<file path="src/rtl/alu_issue.sv">
// rtl/alu_issue.sv - issue/writeback controller driving a combinational ALU
module alu_issue #(
   parameter int NREGS = 8,
   parameter int IMMW  = 16
) (
   input  logic        clk,
   input  logic        rst,
   input  logic        instr_valid,
   output logic        instr_ready,
   input  logic [31:0] instr,
   output logic [31:0] alu_in0,
   output logic [31:0] alu_in1,
   output logic [2:0]  alu_sel,
   input  logic [31:0] alu_out,
   input  logic        alu_zero,
   output logic        wb_valid,
   output logic [2:0]  wb_rd,
   output logic [31:0] wb_data,
   output logic        zero_flag,
   input  logic [2:0]  dbg_addr,
   output logic [31:0] dbg_data
);

   typedef enum logic [1:0] {
      S_IDLE = 2'd0,
      S_EXEC = 2'd1,
      S_WB   = 2'd2
   } state_t;

   state_t      r_state;
   state_t      w_next;
   logic        w_accept;
   logic        w_imm_flag;
   logic [2:0]  w_op;
   logic [2:0]  w_rd;
   logic [2:0]  w_rs1;
   logic [2:0]  w_rs2;
   logic [31:0] w_imm_sx;
   logic        w_unused;

   logic [31:0] r_regs [NREGS];
   logic [31:0] r_alu_in0;
   logic [31:0] r_alu_in1;
   logic [2:0]  r_alu_sel;
   logic [2:0]  r_rd;
   logic [2:0]  r_wb_rd;
   logic [31:0] r_wb_data;
   logic        r_zres;
   logic        r_zero_flag;

   assign w_imm_flag = instr[31];
   assign w_op       = instr[30:28];
   assign w_rd       = instr[27:25];
   assign w_rs1      = instr[24:22];
   assign w_rs2      = instr[21:19];
   assign w_imm_sx   = {{(32-IMMW){instr[IMMW-1]}}, instr[IMMW-1:0]};
   assign w_unused   = ^instr[18:16];

   // State register; reset drops any in-flight instruction
   always_ff @(posedge clk or posedge rst) begin
      if (rst) r_state <= S_IDLE;
      else     r_state <= w_next;
   end

   // Next-state decode and handshake/strobe outputs
   always_comb begin
      w_next      = r_state;
      instr_ready = 1'b0;
      wb_valid    = 1'b0;
      w_accept    = 1'b0;
      case (r_state)
         S_IDLE: begin
            instr_ready = ~rst;
            w_accept    = instr_valid & ~rst;
            if (w_accept) w_next = S_EXEC;
         end
         S_EXEC: w_next = S_WB;
         S_WB: begin
            wb_valid = 1'b1;
            w_next   = S_IDLE;
         end
         default: w_next = S_IDLE;
      endcase
   end

   // Operand capture at accept; registers cannot change before EXEC, so these
   // equal the live register contents while EXEC is active and hold afterwards
   always_ff @(posedge clk or posedge rst) begin
      if (rst) begin
         r_alu_in0 <= '0;
         r_alu_in1 <= '0;
         r_alu_sel <= '0;
         r_rd      <= '0;
      end else if (w_accept) begin
         r_alu_in0 <= r_regs[w_rs1];
         r_alu_in1 <= w_imm_flag ? w_imm_sx : r_regs[w_rs2];
         r_alu_sel <= w_op;
         r_rd      <= w_rd;
      end
   end

   // Result capture at the end of EXEC; wb_rd/wb_data hold between strobes
   always_ff @(posedge clk or posedge rst) begin
      if (rst) begin
         r_wb_rd   <= '0;
         r_wb_data <= '0;
         r_zres    <= 1'b0;
      end else if (r_state == S_EXEC) begin
         r_wb_rd   <= r_rd;
         r_wb_data <= alu_out;
         r_zres    <= alu_zero;
      end
   end

   // Register file and zero flag retire at the end of WB; r0 is never written
   always_ff @(posedge clk or posedge rst) begin
      if (rst) begin
         for (int i = 0; i < NREGS; i++) r_regs[i] <= '0;
         r_zero_flag <= 1'b0;
      end else if (r_state == S_WB) begin
         if (r_wb_rd != 3'd0) r_regs[r_wb_rd] <= r_wb_data;
         r_zero_flag <= r_zres;
      end
   end

   assign alu_in0   = r_alu_in0;
   assign alu_in1   = r_alu_in1;
   assign alu_sel   = r_alu_sel;
   assign wb_rd     = r_wb_rd;
   assign wb_data   = r_wb_data;
   assign zero_flag = r_zero_flag;
   assign dbg_data  = (dbg_addr == 3'd0) ? 32'd0 : r_regs[dbg_addr];

endmodule

</file>
<file path="config.mk">
export PLATFORM = sky130hd
export DESIGN_NAME = alu_issue
export DESIGN_NICKNAME = d
export VERILOG_FILES = /design/src/rtl/alu_issue.sv
export SDC_FILE = /design/constraint.sdc
export NUM_CORES = 1
export LEC_CHECK = 0
export BUFFER_PORTS_ARGS = -buffer_cell sky130_fd_sc_hd__buf_2
export CAP_MARGIN = 15
export CORE_MARGIN = 3
export CORE_UTILIZATION = 54
export CTS_CLUSTER_DIAMETER = 120
export DETAILED_ROUTE_END_ITERATION = 7
export HOLD_SLACK_MARGIN = 0.03
export PLACE_DENSITY = 0.77
export SLEW_MARGIN = 20
export SYNTH_ARGS = -nofsm -noshare
export SYNTH_HDL_FRONTEND = slang
export SYNTH_SLANG_ARGS = --single-unit
</file>
<file path="constraint.sdc">
create_clock -name clk -period 10.2 [get_ports clk]
set_input_delay 1.02 -clock clk [delete_from_list [all_inputs] [get_ports clk]]
set_output_delay 1.02 -clock clk [all_outputs]
set_load 0.1 [all_outputs]
</file>
# ---- Word-level counts from Yosys, hierarchy flattened
# Cells that the tools add are included.
dict set report totals {
  reg_bits 365
  out_inout_bits 137
  elab_cells 55
}
dict set report classes {
  n_lt_le_gt_ge 5
  n_eq_ne 3
  n_mux 19
  bitwise 6
  reduce_logical 5
}
# operator count
set ops {}
lappend ops {{$bmux 32 s3} 3}
lappend ops {{$mux 32} 9}
lappend ops {{$bwmux 256} 1}
lappend ops {{$demux 32 s3} 1}
lappend ops {{$ge 4x4->1 const B} 4}
lappend ops {{$not 3->4} 4}
lappend ops {{$lt 4x1->1 const B} 1}
lappend ops {{$pmux 2 s2} 1}
lappend ops {{$logic_not 3->1} 1}
lappend ops {{$mux 1} 3}
lappend ops {{$reduce_bool 3->1} 1}
lappend ops {{$eq 2x1->1 const B} 1}
lappend ops {{$eq 2x2->1 const B} 1}
lappend ops {{$logic_not 2->1} 1}
lappend ops {{$mux 2} 1}
lappend ops {{$ne 2x2->1 const B} 1}
lappend ops {{$reduce_and 2->1} 1}
lappend ops {{$and 1x1->1} 1}
lappend ops {{$logic_and 1x1->1} 1}
lappend ops {{$not 1->1} 1}

# ---- Depth between registers and ports, before layout
# Gate-level depths: netlist of the first run.
dict set report depth {
  depth_word 6
  mapped_depth 7
  depth_no_buf 4
}

# ---- Least setup slack after synthesis of the first run
# No wires, ideal clock.
dict set report synth_timing {
  path_type {input to output}
  from {input dbg_addr[1]}
  to {output dbg_data[9]}
  arrival_time_ns 4.143
  t_required_ns 9.180
  setup_slack_ns 5.037
  cell_stages 5
  cell_sequence {clkbuf_1 -> clkbuf_1 -> mux4_2 -> nor2_1 -> a311oi_1}
}
dict set report synth_via {
  elab_chain_cells 5
  elab_cells_between_ends 6
  classes_between {4 x mux; 1 x bitwise; 1 x reduce/logical}
}
# element line_no
set synth_lines {}
lappend synth_lines {{start, declared} 20} ;# input logic [2:0] dbg_addr,
lappend synth_lines {{$not 3->4 (implied by the code)} 132} ;# assign dbg_data = (dbg_addr == 3'd0) ? 32'd0 : r_regs[dbg_addr];
lappend synth_lines {{$bmux 32 s3} 132}
lappend synth_lines {{$mux 32 (implied by the code) (2 in a row)} 132}
lappend synth_lines {{$mux 32 *} 132}
lappend synth_lines {{end, declared} 21} ;# output logic [31:0] dbg_data
# Mark *: on every way between the ends. The rest lies on a longest branch, timed or not. The select of a mux whose other input is x is not followed.

# ---- Worst setup path in the final report of the first run
dict set report layout_timing {
  from {input dbg_addr[0]}
  to {output dbg_data[4]}
}
# Same word-level chain as after synthesis.

==> impl_metrics.prom, run 1 <==
# TYPE chip_impl_metric gauge
chip_impl_metric{name="netlist-cell-type-count",unit=""} 35
chip_impl_metric{name="diodes",unit=""} 0
chip_impl_metric{name="arr_time_crit_path",unit="ns"} 3.75
chip_impl_metric{name="setup_viol",unit=""} 0
chip_impl_metric{name="floorplan.die.width",unit="um"} 193.9
chip_impl_metric{name="cts.reportedPaths.clkPinSlew",unit="ns"} 0.06
chip_impl_metric{name="layout.nets",unit=""} 1536
chip_impl_metric{name="global_route_wire_length_before_repair",unit="um"} 77690
chip_impl_metric{name="final.fill_count",unit=""} 2653
chip_impl_info{name="cts_root_buf",value="sky130_fd_sc_hd__clkbuf_16"} 1
chip_impl_metric{name="worst_ep_required_time",unit="ns"} 9.18
chip_impl_metric{name="globalRouteTotalUtil",unit=""} 0.2620
chip_impl_info{name="min-delay-start",value="r_regs[240]"} 1
chip_impl_metric{name="sum_of_negative_setup_slack",unit="ns"} 0
chip_impl_metric{name="synthCells",unit=""} 1348
chip_impl_metric{name="layout-area-overhead-vs-synth",unit="%"} 12.88
chip_impl_info{name="run_status",value="completed"} 1
chip_impl_metric{name="timing.critical_path.buf_inv",unit=""} 3
chip_impl_info{name="critical_path.startpoint",value="dbg_addr[0]"} 1
chip_impl_metric{name="cts_num_sinks",unit=""} 365
chip_impl_metric{name="pwr_density_cell",unit="mW/mm2"} 309.0
chip_impl_metric{name="remaining_drc_errors",unit=""} 0
chip_impl_info{name="worst_r2r_startpoint",value="r_state[1]"} 1
chip_impl_metric{name="ys_seq_elements",unit=""} 365
chip_impl_metric{name="synth.cell_area",unit="mm2"} 0.01906
chip_impl_metric{name="grt_pass1_vias",unit=""} 13310
chip_impl_metric{name="global_route.overflow_total",unit=""} 0
chip_impl_metric{name="floorplan.die.height",unit="um"} 193.9
chip_impl_metric{name="die_area",unit="mm2"} 0.03759
chip_impl_metric{name="layout_worst_path_cycle_share",unit=""} 0.4681
chip_impl_metric{name="cts_hold_buf",unit=""} 0
chip_impl_metric{name="port_buffers",unit=""} 204
chip_impl_metric{name="hold_violations_final",unit=""} 0
chip_impl_info{name="final_cell_mix",value="sky130_fd_sc_hd__dfrtp_1 (365), sky130_fd_sc_hd__mux2_2 (256), sky130_fd_sc_hd__buf_2 (198)"} 1
chip_impl_metric{name="skew",unit="ns"} 0.02363
chip_impl_info{name="cpLargestDelayFamily",value="buffers and inverters"} 1
chip_impl_metric{name="placeableCoreArea",unit="mm2"} 0.03463
chip_impl_info{name="crit_path_start_kind",value="primary input"} 1
chip_impl_metric{name="synth_nets",unit=""} 1419
chip_impl_info{name="endpoint_kind",value="output port"} 1
chip_impl_metric{name="ys_warn_count",unit=""} 0
chip_impl_info{name="tritoncts",value="yes"} 1
chip_impl_metric{name="htree_num_levels",unit=""} 2
chip_impl_info{name="worstPathCellList",value="buf_4 -> buf_4 -> nor2b_1 -> a221oi_1 -> a311oi_1 -> buf_2"} 1
chip_impl_metric{name="layout.area.seq",unit="mm2"} 0.009134
chip_impl_metric{name="setup.reg_to_reg.worst_slack",unit="ns"} 6.93
chip_impl_metric{name="slew_violations",unit=""} 0
chip_impl_metric{name="number_of_antenna_violations_at_the_first_check_in_global_routing",unit=""} 1
chip_impl_metric{name="area_used_by_multi_input_combinational_logic",unit="mm2"} 0.009201
chip_impl_metric{name="floorplan.initialDensity",unit=""} 0.5505
chip_impl_metric{name="hpwlAfterDp",unit="um"} 28600
chip_impl_metric{name="drv.max_cap_violation_count",unit=""} 0
chip_impl_metric{name="dr_total_vias",unit=""} 12620
chip_impl_metric{name="max-slew-margin-rel",unit=""} 0.2010
chip_impl_metric{name="cp_slowest_stage_delay",unit="ns"} 0.69
chip_impl_metric{name="synth-async-reset-ratio",unit=""} 1.000
chip_impl_metric{name="ioPinCount",unit=""} 208
chip_impl_metric{name="worst_skew_pair.late_latency",unit="ns"} 0.54
chip_impl_metric{name="max_freq",unit="MHz"} 209.5
chip_impl_metric{name="timing_worst_slew_pin_value",unit="ns"} 1.193
chip_impl_metric{name="gp_congestion",unit=""} 0.7961
chip_impl_info{name="synth_top_area_cell",value="sky130_fd_sc_hd__dfrtp_1"} 1
chip_impl_metric{name="power.static_leakage",unit="nW"} 9.804
chip_impl_metric{name="seq_area_frac_synth",unit=""} 0.4791
chip_impl_info{name="cp_slowest_cell",value="sky130_fd_sc_hd__nor2b_1"} 1
chip_impl_metric{name="minimum_clock_period_after_layout",unit="ns"} 4.774
chip_impl_metric{name="detail_route.wirelength",unit="um"} 49330
chip_impl_metric{name="synth-edff-count",unit=""} 0
chip_impl_metric{name="route.detailed.wl_per_inst",unit="um"} 25.34
chip_impl_info{name="min-delay-path-class",value="register to register"} 1
chip_impl_metric{name="layout-drive-gt1-share",unit=""} 0.4698
chip_impl_info{name="crit_path_frequent_cell",value="sky130_fd_sc_hd__buf_4"} 1
chip_impl_metric{name="grt_max_degree",unit=""} 182
chip_impl_info{name="grt_setup_unrepaired",value="false"} 1
chip_impl_metric{name="drt_iter0_markers",unit=""} 969
chip_impl_metric{name="cts_inserted_buffers",unit=""} 40
chip_impl_metric{name="postCtsSetupBuffers",unit=""} 0
chip_impl_metric{name="vdd_drop_max",unit="uV"} 252.5
chip_impl_info{name="layout.cells.most_common",value="sky130_fd_sc_hd__dfrtp_1"} 1
chip_impl_metric{name="drt_first_pass_iters",unit=""} 5
chip_impl_metric{name="postSynthAreaPerCell",unit="um2"} 14.14
chip_impl_metric{name="layout.core_utilization",unit=""} 0.6214
chip_impl_metric{name="post_cts_resize_count",unit=""} 0
chip_impl_metric{name="synth_top_area_share",unit=""} 0.4791
chip_impl_metric{name="antenna_violating_nets_post_route",unit=""} 0
chip_impl_info{name="yosys_most_used_dff",value="sky130_fd_sc_hd__dfrtp_1"} 1
chip_impl_info{name="netlist_top_cells_area",value="sky130_fd_sc_hd__dfrtp_1 (48%), sky130_fd_sc_hd__mux4_2 (17%), sky130_fd_sc_hd__mux2_2 (15%)"} 1
chip_impl_metric{name="ctsLongestPathBuffers",unit=""} 3
chip_impl_metric{name="drt-vias-per-instance",unit=""} 6.483
chip_impl_metric{name="worstPathMaxFanout",unit=""} 37
chip_impl_info{name="timing_worst_setup_path_type",value="primary input to output port"} 1
chip_impl_metric{name="std_cell_rows",unit=""} 68
report_power, final:
part	switching (W)	total, W	internal (W)
logic	0.00176	0.00270	0.000940
clock network	0.000577	0.00146	0.000883
registers	0.000523	0.00249	0.00196
area by class of cell:
| class | instances | share of cell area |
|---|---|---|
| clock buffers | 58 | 0.05343 |
| clock inverters | 11 | 0.007849 |
| inverters | 28 | 0.005058 |
| multi-input cells | 808 | 0.4276 |
| flip-flops and latches | 365 | 0.4244 |
| well taps | 455 | 0.02646 |
| repair buffers | 222 | 0.05518 |
state kept, by name (all words and copies together) (netlist names):
signal / count
r_regs: 256
alu_in0: 32
wb_data: 32
r_zres: 1
r_state: 2
alu_sel: 3
alu_in1: 32
zero_flag: 1
r_rd: 3
wb_rd: 3
worst paths after layout:
check / end / depth (start not counted)
setup reg to reg: alu_in1[10] / 4
max in group asynchronous: r_regs[239] / 3
setup / recovery: dbg_data[4] / 6
hold / removal: r_regs[240] / 0
hold reg to reg: r_regs[240] / 0
min in group asynchronous: r_regs[253] / 2
per-layer routing:
metal | up-vias | global-route usage | share of wire
li1 | 5354 | - | -
met1 | 6594 | 0.3553 | 0.40
met2 | 546 | 0.4225 | 0.49
met3 | 126 | 0.05560 | 0.074
met4 | 2 | 0.09867 | 0.039
met5 | - | 0 | 0.00026
synth_stat cells (all sizes together), types with 16 or more instances:
| cell | count |
|---|---|
| mux2 | 288 |
| a21oi | 27 |
| nor3 | 18 |
| nand2 | 52 |
| a221oi | 31 |
| buf | 65 |
| a211oi | 17 |
| mux4 | 143 |
| o21ai | 48 |
| nor2 | 23 |
| clkbuf | 82 |
| a221o | 17 |
| dfrtp | 365 |
| inv | 28 |
| mux2i | 101 |
| and2 | 16 |
cells by family (layout without fill, tap and decap cells):
kind of cell,after synthesis,count (layout),synth area share
flops,365,365,0.4791
compound gates,147,147,0.05585
buf+inv,175,319,0.04050
mux,532,532,0.3921
simple gates,129,129,0.03242
per-stage QoR:
stage / hold slack, ns / power (W) / worst slack, ns / std cells / area [um2]
final: 0.3946 / 0.006649 / 5.426 / 1947 / 21520
after global routing: 0.4056 / 0.006939 / 5.335 / 1947 / 21520
after detailed placement: 0.3833 / 0.005195 / 5.518 / 1878 / 20200
after CTS: 0.3973 / 0.006671 / 5.471 / 1947 / 21520
after global placement: 0.3783 / 0.005103 / 5.450 / 1878 / 20200
after floorplan: 0.4401 / 0.004624 / 4.284 / 1348 / 19070
Note: power is estimated with default switching activity, not from simulation.
==> run 2, diff against run 1 <==
--- a/config.mk
+++ b/config.mk
@@ -8,11 +8,11 @@
 export BUFFER_PORTS_ARGS = -buffer_cell sky130_fd_sc_hd__buf_2
 export CAP_MARGIN = 15
 export CORE_MARGIN = 3
-export CORE_UTILIZATION = 54
+export CORE_UTILIZATION = 59
 export CTS_CLUSTER_DIAMETER = 120
 export DETAILED_ROUTE_END_ITERATION = 7
 export HOLD_SLACK_MARGIN = 0.03
-export PLACE_DENSITY = 0.77
+export PLACE_DENSITY = 0.8
 export SLEW_MARGIN = 20
 export SYNTH_ARGS = -nofsm -noshare
 export SYNTH_HDL_FRONTEND = slang
==> constraint.sdc (replaced) <==
create_clock -name clk -period 4.6 [get_ports clk]
set_input_delay 0.46 -clock clk [delete_from_list [all_inputs] [get_ports clk]]
set_output_delay 0.46 -clock clk [all_outputs]
set_load 0.1 [all_outputs]
==> run 2 against run 1 <==
Sequential power rose by 120%. Wire length fell by 2.7%. Sequential cell count unchanged. Worst hold slack lost 0.26 ns. Register-to-register slack lost 5.2 ns. Critical path type unchanged. Highest routed layer is now met4.
==> impl_metrics.prom, run 2 (synthesis results as in run 1) <==
# TYPE chip_impl_metric gauge
chip_impl_metric{name="power.static_leakage",unit="nW"} 9.816
chip_impl_info{name="worst_r2r_startpoint",value="r_state[1]"} 1
chip_impl_metric{name="layout-area-overhead-vs-synth",unit="%"} 12.40
chip_impl_metric{name="sequentialPowerShare",unit=""} 0.380
chip_impl_info{name="layout.cells.most_common",value="sky130_fd_sc_hd__dfrtp_1"} 1
chip_impl_info{name="worstPathCellList",value="buf_4 -> buf_4 -> nor2b_1 -> a221oi_1 -> a311oi_1 -> buf_2"} 1
chip_impl_metric{name="hpwlAfterDp",unit="um"} 28280
chip_impl_info{name="cts_root_buf",value="sky130_fd_sc_hd__clkbuf_16"} 1
chip_impl_metric{name="std_cell_rows",unit=""} 65
chip_impl_metric{name="pwr_density_cell",unit="mW/mm2"} 678.1
chip_impl_metric{name="internal_power",unit="W"} 0.008229
chip_impl_metric{name="minimum_clock_period_after_layout",unit="ns"} 3.490
chip_impl_metric{name="largest_register_ffs",unit=""} 256
chip_impl_metric{name="worst_ep_required_time",unit="ns"} 4.14
chip_impl_metric{name="dpl_worst_slack",unit="ns"} 1.141
chip_impl_metric{name="drt-vias-per-instance",unit=""} 6.587
chip_impl_metric{name="combinational_share_of_power",unit=""} 0.411
chip_impl_metric{name="power.switching_fraction",unit=""} 0.4336
chip_impl_metric{name="htree_num_levels",unit=""} 2
chip_impl_info{name="final_cell_mix",value="sky130_fd_sc_hd__dfrtp_1 (365), sky130_fd_sc_hd__mux2_2 (256), sky130_fd_sc_hd__buf_2 (198)"} 1
chip_impl_metric{name="global_route.overflow_total",unit=""} 0
chip_impl_metric{name="timing_worst_slew_pin_value",unit="ns"} 1.167
chip_impl_metric{name="detailed_place.area",unit="mm2"} 0.02018
chip_impl_info{name="crit_path_start_kind",value="primary input"} 1
chip_impl_info{name="tritoncts",value="yes"} 1
chip_impl_metric{name="drv.max_cap_violation_count",unit=""} 0
chip_impl_info{name="min-delay-path-class",value="primary input to register"} 1
chip_impl_metric{name="cts_hold_buf",unit=""} 0
chip_impl_metric{name="ctsLongestPathBuffers",unit=""} 3
chip_impl_info{name="timing_worst_setup_path_type",value="primary input to output port"} 1
chip_impl_metric{name="postLayoutCellArea",unit="mm2"} 0.02143
chip_impl_metric{name="detail_route.wirelength",unit="um"} 48020
chip_impl_metric{name="hold_violations_final",unit=""} 0
chip_impl_metric{name="final_critical_path_setup_slack",unit="ns"} 1.110
chip_impl_metric{name="die_area",unit="mm2"} 0.03450
chip_impl_metric{name="fin_total_pwr",unit="W"} 0.01453
chip_impl_metric{name="cts.reportedPaths.clkPinSlew",unit="ns"} 0.06
chip_impl_metric{name="worstPathMaxFanout",unit=""} 36
chip_impl_metric{name="route.detailed.wl_per_inst",unit="um"} 25.29
chip_impl_metric{name="clock_power_share",unit=""} 0.209
chip_impl_metric{name="layout.nets",unit=""} 1539
chip_impl_metric{name="floorplan.die.width",unit="um"} 185.8
chip_impl_metric{name="remaining_drc_errors",unit=""} 0
chip_impl_info{name="grt_setup_unrepaired",value="false"} 1
chip_impl_metric{name="skew",unit="ns"} 0.01574
chip_impl_info{name="cp_slowest_cell",value="sky130_fd_sc_hd__nor2b_1"} 1
chip_impl_info{name="run_status",value="completed"} 1
chip_impl_metric{name="floorplan.die.height",unit="um"} 185.8
chip_impl_metric{name="diodes",unit=""} 0
chip_impl_metric{name="final.fill_count",unit=""} 2259
chip_impl_metric{name="layout_worst_path_cycle_share",unit=""} 0.7587
chip_impl_info{name="crit_path_frequent_cell",value="sky130_fd_sc_hd__buf_4"} 1
chip_impl_info{name="endpoint_kind",value="output port"} 1
chip_impl_metric{name="setup_viol",unit=""} 0
chip_impl_info{name="critical_path.startpoint",value="dbg_addr[0]"} 1
chip_impl_metric{name="drt_iter0_markers",unit=""} 1094
chip_impl_metric{name="dr_total_vias",unit=""} 12510
chip_impl_metric{name="placeableCoreArea",unit="mm2"} 0.03172
chip_impl_metric{name="cts_num_sinks",unit=""} 365
chip_impl_metric{name="arr_time_crit_path",unit="ns"} 3.03
chip_impl_metric{name="globalRouteTotalUtil",unit=""} 0.2818
chip_impl_metric{name="global_route_wire_length_before_repair",unit="um"} 74840
chip_impl_metric{name="cts_inserted_buffers",unit=""} 38
chip_impl_metric{name="antenna_violating_nets_post_route",unit=""} 0
chip_impl_metric{name="port_buffers",unit=""} 204
chip_impl_metric{name="worst_skew_pair.late_latency",unit="ns"} 0.52
chip_impl_metric{name="grt_max_degree",unit=""} 187
chip_impl_metric{name="floorplan.initialDensity",unit=""} 0.6010
chip_impl_metric{name="postCtsSetupBuffers",unit=""} 0
chip_impl_metric{name="vdd_drop_max",unit="uV"} 542.2
chip_impl_metric{name="net_sw_power",unit="W"} 0.006301
chip_impl_metric{name="gp_congestion",unit=""} 0.8260
chip_impl_metric{name="grt_pass1_vias",unit=""} 13080
chip_impl_metric{name="cp_slowest_stage_delay",unit="ns"} 0.59
chip_impl_metric{name="max-slew-margin-rel",unit=""} 0.2214
chip_impl_info{name="registers.top_by_ff_count",value="r_regs"} 1
chip_impl_metric{name="layout-drive-gt1-share",unit=""} 0.4729
chip_impl_metric{name="slew_violations",unit=""} 0
chip_impl_metric{name="max_freq",unit="MHz"} 286.5
chip_impl_metric{name="drt_first_pass_iters",unit=""} 5
chip_impl_metric{name="post_cts_resize_count",unit=""} 0
chip_impl_info{name="min-delay-start",value="instr[29]"} 1
chip_impl_metric{name="number_of_antenna_violations_at_the_first_check_in_global_routing",unit=""} 0
chip_impl_metric{name="ioPinCount",unit=""} 208
-- run 2: cell count changes in the layout (fill, tap and decap cells not counted) --
cell,delta
sky130_fd_sc_hd__buf_12,+1
sky130_fd_sc_hd__bufinv_16,-4
sky130_fd_sc_hd__clkinvlp_4,-1
sky130_fd_sc_hd__or3_4,+1
sky130_fd_sc_hd__buf_4,+5
sky130_fd_sc_hd__inv_6,-2
sky130_fd_sc_hd__clkbuf_1,-2
sky130_fd_sc_hd__clkinv_2,+6
sky130_fd_sc_hd__or3_2,-1
sky130_fd_sc_hd__clkinv_4,-1
sky130_fd_sc_hd__buf_6,-1
sky130_fd_sc_hd__clkbuf_8,+4
-- run 2: final cells by class --
class / instances / area (um2) / share of cell area
multi-input combinational: 808 / 9205 / 0.4296
sequential: 365 / 9134 / 0.4263
timing repair buffer: 227 / 1234 / 0.05758
clock buffer: 60 / 1197 / 0.05588
tap: 402 / 503.0 / 0.02347
inverter: 28 / 108.9 / 0.005080
clock inverter: 9 / 45.04 / 0.002102
-- run 2: power by group through the flow --
stage               clock [W]  combinational, W  sequential (W)
floorplan                   0           0.00309         0.00717
detailed placement          0           0.00597         0.00552
finish                0.00304           0.00597         0.00552
CTS                   0.00309           0.00600         0.00548
global route          0.00323           0.00627         0.00568
global placement            0           0.00586         0.00543
-- run 2: stage by stage --
| step | std cells | hold slack [ns] | setup TNS (ns) | util |
|---|---|---|---|---|
| finish | 1899 | 0.1370 | 0 | 0.6755 |
| global route | 1899 | 0.1468 | 0 | 0.6755 |
| CTS | 1899 | 0.1223 | 0 | 0.6754 |
| detailed placement | 1830 | 0.3830 | 0 | 0.6363 |
| global placement | 1830 | 0.3789 | 0 | 0.6363 |
| floorplan | 1348 | 0.4401 | -276.02 | - |
-- run 2: worst max-delay path, delay by kind of cell --
| kind | cells | cell delay, ns |
|---|---|---|
| AO/OA/AOI/OAI | 2 | 0.76 |
| buffers and inverters | 3 | 1.18 |
| AND/OR/NAND/NOR | 1 | 0.59 |
-- run 2: worst paths after layout --
| kind | to | slack [ns] | cells past startpoint |
|---|---|---|---|
| max in group asynchronous | r_regs[237] | 3.51 | 3 |
| min in group asynchronous | r_regs[153] | 0.18 | 3 |
| worst max register to register | alu_in1[15] | 1.75 | 4 |
| worst min register to register | r_regs[255] | 0.40 | 0 |
| worst max-delay path | dbg_data[19] | 1.11 | 6 |
| worst min-delay path | alu_sel[1] | 0.14 | 3 |
-- run 2: routing by layer --
layer / up-vias / GRT usage / share of wire
li1: 5354 / - / -
met4: 0 / 0.08549 / 0.028
met1: 6518 / 0.3812 / 0.40
met3: 105 / 0.05374 / 0.067
met2: 531 / 0.4705 / 0.50
met5: - / 0 / 0
